<file path="src/rtl/control_sequencer.sv">
// ---------------------------------------------------------------------------
// control_sequencer
//
// Multi-cycle RV32I control FSM. It walks each instruction through
// FETCH -> DECODE -> EXECUTE (-> memory states) and emits the control
// strobes for the memory port, register file and PC. A halt is entered on
// SYSTEM (clean stop), on an unrecognised opcode, or when memory fails to
// acknowledge within TIMEOUT_CYCLES consecutive wait cycles. The latter two
// also raise fault.
//
// Parameters
//   TIMEOUT_CYCLES          consecutive wait cycles without mem_ack_i in one
//                           memory state before the sequencer faults (>= 1)
//
// Ports
//   clk                     rising-edge clock
//   rst_n                   asynchronous active-low reset
//   opcode_i[6:0]           RV32I opcode, sampled only in DECODE
//   mem_ack_i               memory finished the requested access this cycle
//   mem_request_o           memory access requested this cycle
//   memory_mode_o[1:0]      0=LOAD 1=STORE_PRELOAD 2=STORE
//   fetch_enable_o          current access is an instruction fetch
//   rd_source_o[1:0]        0=MEMORY 1=ALU 2=IMMEDIATE_FORMER 3=BRANCH_ALU
//   immediate_former_mode_o 0=LUI 1=AUIPC
//   branch_alu_mode_o[1:0]  0=JAL 1=JALR 2=BRANCH 3=INCREMENT
//   rd_write_enable_o       one-cycle register-file write strobe
//   pc_write_enable_o       one-cycle PC update strobe (retirement)
//   halted_o                sequencer is in HALT
//   fault_o                 HALT was caused by illegal opcode or timeout
//   instret_o[31:0]         retired-instruction count (wraps)
// ---------------------------------------------------------------------------
module control_sequencer #(
    parameter int unsigned TIMEOUT_CYCLES = 15
) (
    input  logic        clk,
    input  logic        rst_n,
    input  logic [6:0]  opcode_i,
    input  logic        mem_ack_i,
    output logic        mem_request_o,
    output logic [1:0]  memory_mode_o,
    output logic        fetch_enable_o,
    output logic [1:0]  rd_source_o,
    output logic        immediate_former_mode_o,
    output logic [1:0]  branch_alu_mode_o,
    output logic        rd_write_enable_o,
    output logic        pc_write_enable_o,
    output logic        halted_o,
    output logic        fault_o,
    output logic [31:0] instret_o
);

    // RV32I major opcodes recognised in EXECUTE.
    localparam logic [6:0] OPC_OP       = 7'b0110011;
    localparam logic [6:0] OPC_OP_IMM   = 7'b0010011;
    localparam logic [6:0] OPC_LUI      = 7'b0110111;
    localparam logic [6:0] OPC_AUIPC    = 7'b0010111;
    localparam logic [6:0] OPC_JAL      = 7'b1101111;
    localparam logic [6:0] OPC_JALR     = 7'b1100111;
    localparam logic [6:0] OPC_BRANCH   = 7'b1100011;
    localparam logic [6:0] OPC_MISC_MEM = 7'b0001111;
    localparam logic [6:0] OPC_LOAD     = 7'b0000011;
    localparam logic [6:0] OPC_STORE    = 7'b0100011;
    localparam logic [6:0] OPC_SYSTEM   = 7'b1110011;

    // The counter never holds more than TIMEOUT_CYCLES-1: the wait cycle
    // that would push it to TIMEOUT_CYCLES leaves the state instead.
    localparam int unsigned CNT_W = (TIMEOUT_CYCLES < 2) ? 1 : $clog2(TIMEOUT_CYCLES);
    localparam logic [CNT_W-1:0] CNT_LAST = CNT_W'(TIMEOUT_CYCLES - 1);

    typedef enum logic [2:0] {
        S_FETCH,
        S_DECODE,
        S_EXECUTE,
        S_MEM_LOAD,
        S_MEM_PRELOAD,
        S_MEM_STORE,
        S_HALT
    } state_e;

    typedef enum logic [1:0] {
        MODE_LOAD          = 2'd0,
        MODE_STORE_PRELOAD = 2'd1,
        MODE_STORE         = 2'd2
    } mem_mode_e;

    typedef enum logic [1:0] {
        SRC_MEMORY     = 2'd0,
        SRC_ALU        = 2'd1,
        SRC_IMM_FORMER = 2'd2,
        SRC_BRANCH_ALU = 2'd3
    } rd_src_e;

    typedef enum logic [1:0] {
        BR_JAL       = 2'd0,
        BR_JALR      = 2'd1,
        BR_BRANCH    = 2'd2,
        BR_INCREMENT = 2'd3
    } br_mode_e;

    state_e           state_q,   state_d;
    logic [6:0]       opcode_q,  opcode_d;
    logic [CNT_W-1:0] count_q,   count_d;
    logic [31:0]      instret_q, instret_d;
    logic             fault_q,   fault_d;

    mem_mode_e mem_mode;
    rd_src_e   rd_src;
    br_mode_e  br_mode;
    logic      timeout_hit;
    logic      wait_state;

    assign timeout_hit = (count_q == CNT_LAST);
    assign wait_state  = (state_q == S_FETCH)       || (state_q == S_MEM_LOAD) ||
                         (state_q == S_MEM_PRELOAD) || (state_q == S_MEM_STORE);

    // NOTE: every signal written below gets its default first, so no path
    // leaves one unassigned and no latch is inferred.
    always_comb begin
        state_d                 = state_q;
        fault_d                 = fault_q;
        mem_request_o           = 1'b0;
        mem_mode                = MODE_LOAD;
        fetch_enable_o          = 1'b0;
        rd_src                  = SRC_ALU;
        immediate_former_mode_o = 1'b0;
        br_mode                 = BR_INCREMENT;
        rd_write_enable_o       = 1'b0;
        pc_write_enable_o       = 1'b0;
        halted_o                = 1'b0;

        unique case (state_q)
            S_FETCH: begin
                mem_request_o  = 1'b1;
                fetch_enable_o = 1'b1;
                if (mem_ack_i) begin
                    state_d = S_DECODE;
                end else if (timeout_hit) begin
                    state_d = S_HALT;
                    fault_d = 1'b1;
                end
            end

            S_DECODE: state_d = S_EXECUTE;

            S_EXECUTE: begin
                state_d = S_FETCH;
                case (opcode_q)
                    OPC_OP, OPC_OP_IMM: begin
                        rd_write_enable_o = 1'b1;
                        pc_write_enable_o = 1'b1;
                    end
                    OPC_LUI, OPC_AUIPC: begin
                        rd_src                  = SRC_IMM_FORMER;
                        immediate_former_mode_o = (opcode_q == OPC_AUIPC);
                        rd_write_enable_o       = 1'b1;
                        pc_write_enable_o       = 1'b1;
                    end
                    OPC_JAL, OPC_JALR: begin
                        rd_src            = SRC_BRANCH_ALU;
                        br_mode           = (opcode_q == OPC_JALR) ? BR_JALR : BR_JAL;
                        rd_write_enable_o = 1'b1;
                        pc_write_enable_o = 1'b1;
                    end
                    OPC_BRANCH: begin
                        br_mode           = BR_BRANCH;
                        pc_write_enable_o = 1'b1;
                    end
                    OPC_MISC_MEM: pc_write_enable_o = 1'b1;  // fences retire as NOPs
                    OPC_LOAD:     state_d = S_MEM_LOAD;
                    OPC_STORE:    state_d = S_MEM_PRELOAD;
                    OPC_SYSTEM:   state_d = S_HALT;
                    default: begin
                        state_d = S_HALT;
                        fault_d = 1'b1;
                    end
                endcase
            end

            S_MEM_LOAD: begin
                mem_request_o = 1'b1;
                if (mem_ack_i) begin
                    rd_src            = SRC_MEMORY;
                    rd_write_enable_o = 1'b1;
                    pc_write_enable_o = 1'b1;
                    state_d           = S_FETCH;
                end else if (timeout_hit) begin
                    state_d = S_HALT;
                    fault_d = 1'b1;
                end
            end

            S_MEM_PRELOAD: begin
                mem_request_o = 1'b1;
                mem_mode      = MODE_STORE_PRELOAD;
                if (mem_ack_i) begin
                    state_d = S_MEM_STORE;
                end else if (timeout_hit) begin
                    state_d = S_HALT;
                    fault_d = 1'b1;
                end
            end

            S_MEM_STORE: begin
                mem_request_o = 1'b1;
                mem_mode      = MODE_STORE;
                if (mem_ack_i) begin
                    pc_write_enable_o = 1'b1;
                    state_d           = S_FETCH;
                end else if (timeout_hit) begin
                    state_d = S_HALT;
                    fault_d = 1'b1;
                end
            end

            S_HALT: halted_o = 1'b1;  // sticky until reset

            default: state_d = S_HALT;
        endcase

        // The wait counter measures time spent in one state only.
        if (state_d != state_q) begin
            count_d = '0;
        end else if (wait_state && !mem_ack_i) begin
            count_d = count_q + 1'b1;
        end else begin
            count_d = count_q;
        end

        opcode_d  = (state_q == S_DECODE) ? opcode_i : opcode_q;
        instret_d = instret_q + {31'd0, pc_write_enable_o};
    end

    // NOTE: sequential state uses non-blocking assignments so every register
    // samples the pre-edge values, independent of statement order.
    always_ff @(posedge clk or negedge rst_n) begin
        if (!rst_n) begin
            state_q   <= S_FETCH;
            opcode_q  <= '0;
            count_q   <= '0;
            instret_q <= '0;
            fault_q   <= 1'b0;
        end else begin
            state_q   <= state_d;
            opcode_q  <= opcode_d;
            count_q   <= count_d;
            instret_q <= instret_d;
            fault_q   <= fault_d;
        end
    end

    assign memory_mode_o     = mem_mode;
    assign rd_source_o       = rd_src;
    assign branch_alu_mode_o = br_mode;
    assign fault_o           = fault_q;
    assign instret_o         = instret_q;

endmodule
</file>
<file path="config.mk">
export PLATFORM = sky130hd
export DESIGN_NAME = control_sequencer
export DESIGN_NICKNAME = d
export VERILOG_FILES = /design/src/rtl/control_sequencer.sv
export SDC_FILE = /design/constraint.sdc
export NUM_CORES = 1
export LEC_CHECK = 0
export CELL_PAD_IN_SITES_DETAIL_PLACEMENT = 1
export CELL_PAD_IN_SITES_GLOBAL_PLACEMENT = 2
export CORE_MARGIN = 3
export CORE_UTILIZATION = 31
export DETAILED_ROUTE_END_ITERATION = 7
export GPL_TIMING_DRIVEN = 0
export PLACE_DENSITY_LB_ADDON = 0.12
export SYNTH_ARGS = -nofsm -noshare
export SYNTH_HDL_FRONTEND = slang
export SYNTH_SLANG_ARGS = --single-unit
export TNS_END_PERCENT = 20
</file>
<file path="constraint.sdc">
create_clock -name clk -period 3.4 [get_ports clk]
set_clock_uncertainty 0.05 [all_clocks]
set_input_delay 0.51 -clock clk [delete_from_list [all_inputs] [get_ports clk]]
set_output_delay 0.51 -clock clk [all_outputs]
set_load 0.02 [all_outputs]
</file>
==> impl_metrics.yaml <==
outcome:
  status: "complete, no violations"
grt:
  grt_use_total: 0.1378
  antenna_found_initial: 0
  grt_pass1_vias: 1993
  overflow: 0
  grt_pass1_wl_um: 9763
  grt_max_degree: 31
routing:
  dr.pass1.iters: 4
  viasPerCell: 4.881
  drt_iter0_markers: 41
  drcViolationCount: 0
  wire_per_inst_um: 14.42
  ant_nets: 0
  via_count: 1933
  drt_wl_total_um: 5709
min_path:
  hp-class: "in2async"
synth:
  synth_fp_nets: 247
  synth_ff_type: "dfrtp_1"
  async_flop_share: 1.000
  netlist_instances: 233
  syn_area_um2: 2410
  synth-seq-cells: 47
  ys_warn_count: 0
  ys_types: 46
  ys_seq_area_frac: 0.4881
  syn_area_per_cell_um2: 10.34
  synth_edf_count: 0
timing:
  slew_headroom: 0.5467
  tightest_slew_ps: 677.4
  report.final.slew_viol_count: 0
  hold_viol: 0
  period_minus_slack_ps: 3205
  rsz0062_at_grt: "no"
  setup_viol: 0
  hold_ws_ps: 80.80
  min_period_over_period: 0.9425
  fmax_ghz: 0.3121
floorplan:
  start_util: 0.3253
  core_um2: 7408
  die_h_um: 94.17
  die_w_um: 94.17
  num_io_pins: 55
  die_area_um2: 8867
  row_count: 31
cells_and_area:
  final_common_cell: "clkdlybuf4s50_1"
  diodes: 0
  fillers: 835
  post-route-util: 0.4346
  area_growth_pct: 33.59
  nNetsFinal: 310
  layout-drive-gt1-share: 0.1178
  mostFrequentLayoutCells: "clkdlybuf4s50_1, dfrtp_1, xnor2_1, nand2_1, nand3_1"
cts:
  clk_latency_ps: 310
  htree_levels: 2
  cts_buffer_depth: 2
  cts_hold_buf: 0
  path_clk_slew_ps: 90
  cts_root_buf: "clkbuf_8"
  numClockSinks: 47
  cts-buffers-inserted: 5
  cts_tree: "yes"
critical_path:
  worstPathArrival_ps: 2640
  crit_family: "buffers and inverters"
  worst_path_max_delay_cell: "clkdlybuf4s50_1"
  crit_required_ps: 2840
  path_cells: "buf_4 > or3b_2 > a21oi_2 > nor2_1 > o31ai_1 > a22o_1 > clkdlybuf4s50_1"
  path_buf_inv: 2
  slowest_delay_ps: 640
  cp-start-kind: "register"
  path_max_fanout: 10
  path_class: "reg2out"
  endpoint_kind: "output pin"
placed_design:
  hpwl_um: 4333
  port_buffers: 53
  gp_congestion: 0.7329
power:
  powerDensity_nw_per_um2: 537.7
  peakVddDrop_mv: 0.2444
  p_leak_nw: 1.378
run:
  cap_violations: 0
==> worst register-to-register path: cells and delay by family (launching register included) <==
kind / cells / cell delay, ps
AO/OA/AOI/OAI: 3 / 610
XOR/XNOR: 1 / 140
flip-flops: 1 / 370
AND/OR/NAND/NOR: 6 / 1310
buffers and inverters: 1 / 170
adder cells (fa/ha/maj): 2 / 390
==> final timing paths <==
check | slack [ps] | cells after the start | to | from
setup / recovery | 200 | 7 | pc_write_enable_o | opcode_q[5]
hold / removal | 80 | 1 | instret_o[0] | rst_n
setup reg to reg | 260 | 13 | instret_o[20] | opcode_q[5]
hold reg to reg | 430 | 1 | instret_o[31] | instret_o[31]
max in group asynchronous | 2720 | 2 | opcode_q[2] | rst_n
min in group clk | 430 | 1 | instret_o[31] | instret_o[31]
==> report_power, final <==
part           switching, mW  internal, mW
Sequential            0.0717         0.639
Combinational          0.358         0.291
Clock                  0.205         0.166
==> cells by family (layout without fill, tap and decap cells) <==
kind of cell | Yosys count | in the layout | synth area share
and+or+nand+nor | 101 | 101 | 0.2259
DFF | 47 | 47 | 0.4881
xor gates and xnor gates | 35 | 35 | 0.1272
AOI/OAI and AO/OA | 25 | 25 | 0.07373
buffers and inverters | 15 | 79 | 0.03738
muxes | 6 | 6 | 0.02700
adders and majority gates | 4 | 4 | 0.02077
==> cells in the mapped netlist, drive strengths merged, types with 2 or more instances <==
master	number	area, um^2
ha	4	50.05
nand2	22	82.58
o21ai	9	45.04
a21oi	4	20.02
nand3	14	70.07
xor2	8	70.07
and4	3	26.28
mux2i	2	20.02
and3	8	50.05
xnor2	27	236.5
mux2	4	45.04
o31ai	2	15.01
nor3	13	70.07
nor3b	2	15.01
dfrtp	47	1176
nor2b	3	21.27
and2	4	25.02
inv	8	30.03
nand4	7	43.79
buf	6	50.04
a22o	2	18.77
nand2b	4	27.53
or4	2	18.77
nor2	14	55.06
or2b	2	16.27
==> stage by stage <==
| stage | power (mW) | setup TNS [ps] | worst slack, ps | cell area [um^2] | instances |
|---|---|---|---|---|---|
| 3_5_place_dp | 1.376 | -533.6 | -142.0 | 3079 | 386 |
| 2_1_floorplan | 1.144 | 0 | 297.5 | 2410 | 233 |
| 6_report | 1.731 | 0 | 195.4 | 3219 | 396 |
| 5_1_grt | 1.853 | 0 | 32.97 | 3219 | 396 |
| 3_3_place_gp | 1.366 | -529.6 | -135.3 | 3064 | 385 |
| 4_1_cts | 1.750 | 0 | 27.43 | 3183 | 394 |
==> layout make-up <==
| type | count | area (um^2) | share of cell area |
|---|---|---|---|
| sequential | 47 | 1176 | 0.3653 |
| multi-input combinational | 171 | 1170 | 0.3634 |
| timing repair buffer | 56 | 560.5 | 0.1741 |
| tap | 99 | 123.9 | 0.03848 |
| clock buffer | 6 | 82.58 | 0.02565 |
| buffer | 7 | 60.06 | 0.01866 |
| inverter | 8 | 30.03 | 0.009328 |
| clock inverter | 2 | 16.27 | 0.005052 |
==> per-layer routing <==
layer / GRT usage / up-vias / share of wire
met4: 0.04332 / 0 / 0.010
met3: 0.02885 / 4 / 0.034
met5: 0 / - / 0
met2: 0.2151 / 39 / 0.45
met1: 0.1902 / 955 / 0.50
li1: - / 935 / -
==> flip-flops by register name, indices dropped and copies added (netlist names) <==
register,count
count_q,4
instret_o,32
opcode_q,7
state_q,3
fault_o,1
==> what timing repair did <==
action / CTS / global route
endpoints found under the hold margin: 0 / 0
gates resized for setup: 1 / 4
pin swaps: 0 / 1
setup endpoints to repair: 7 / 9
buffers inserted: 0 / 2
Note: power is estimated with default switching activity, not from simulation.
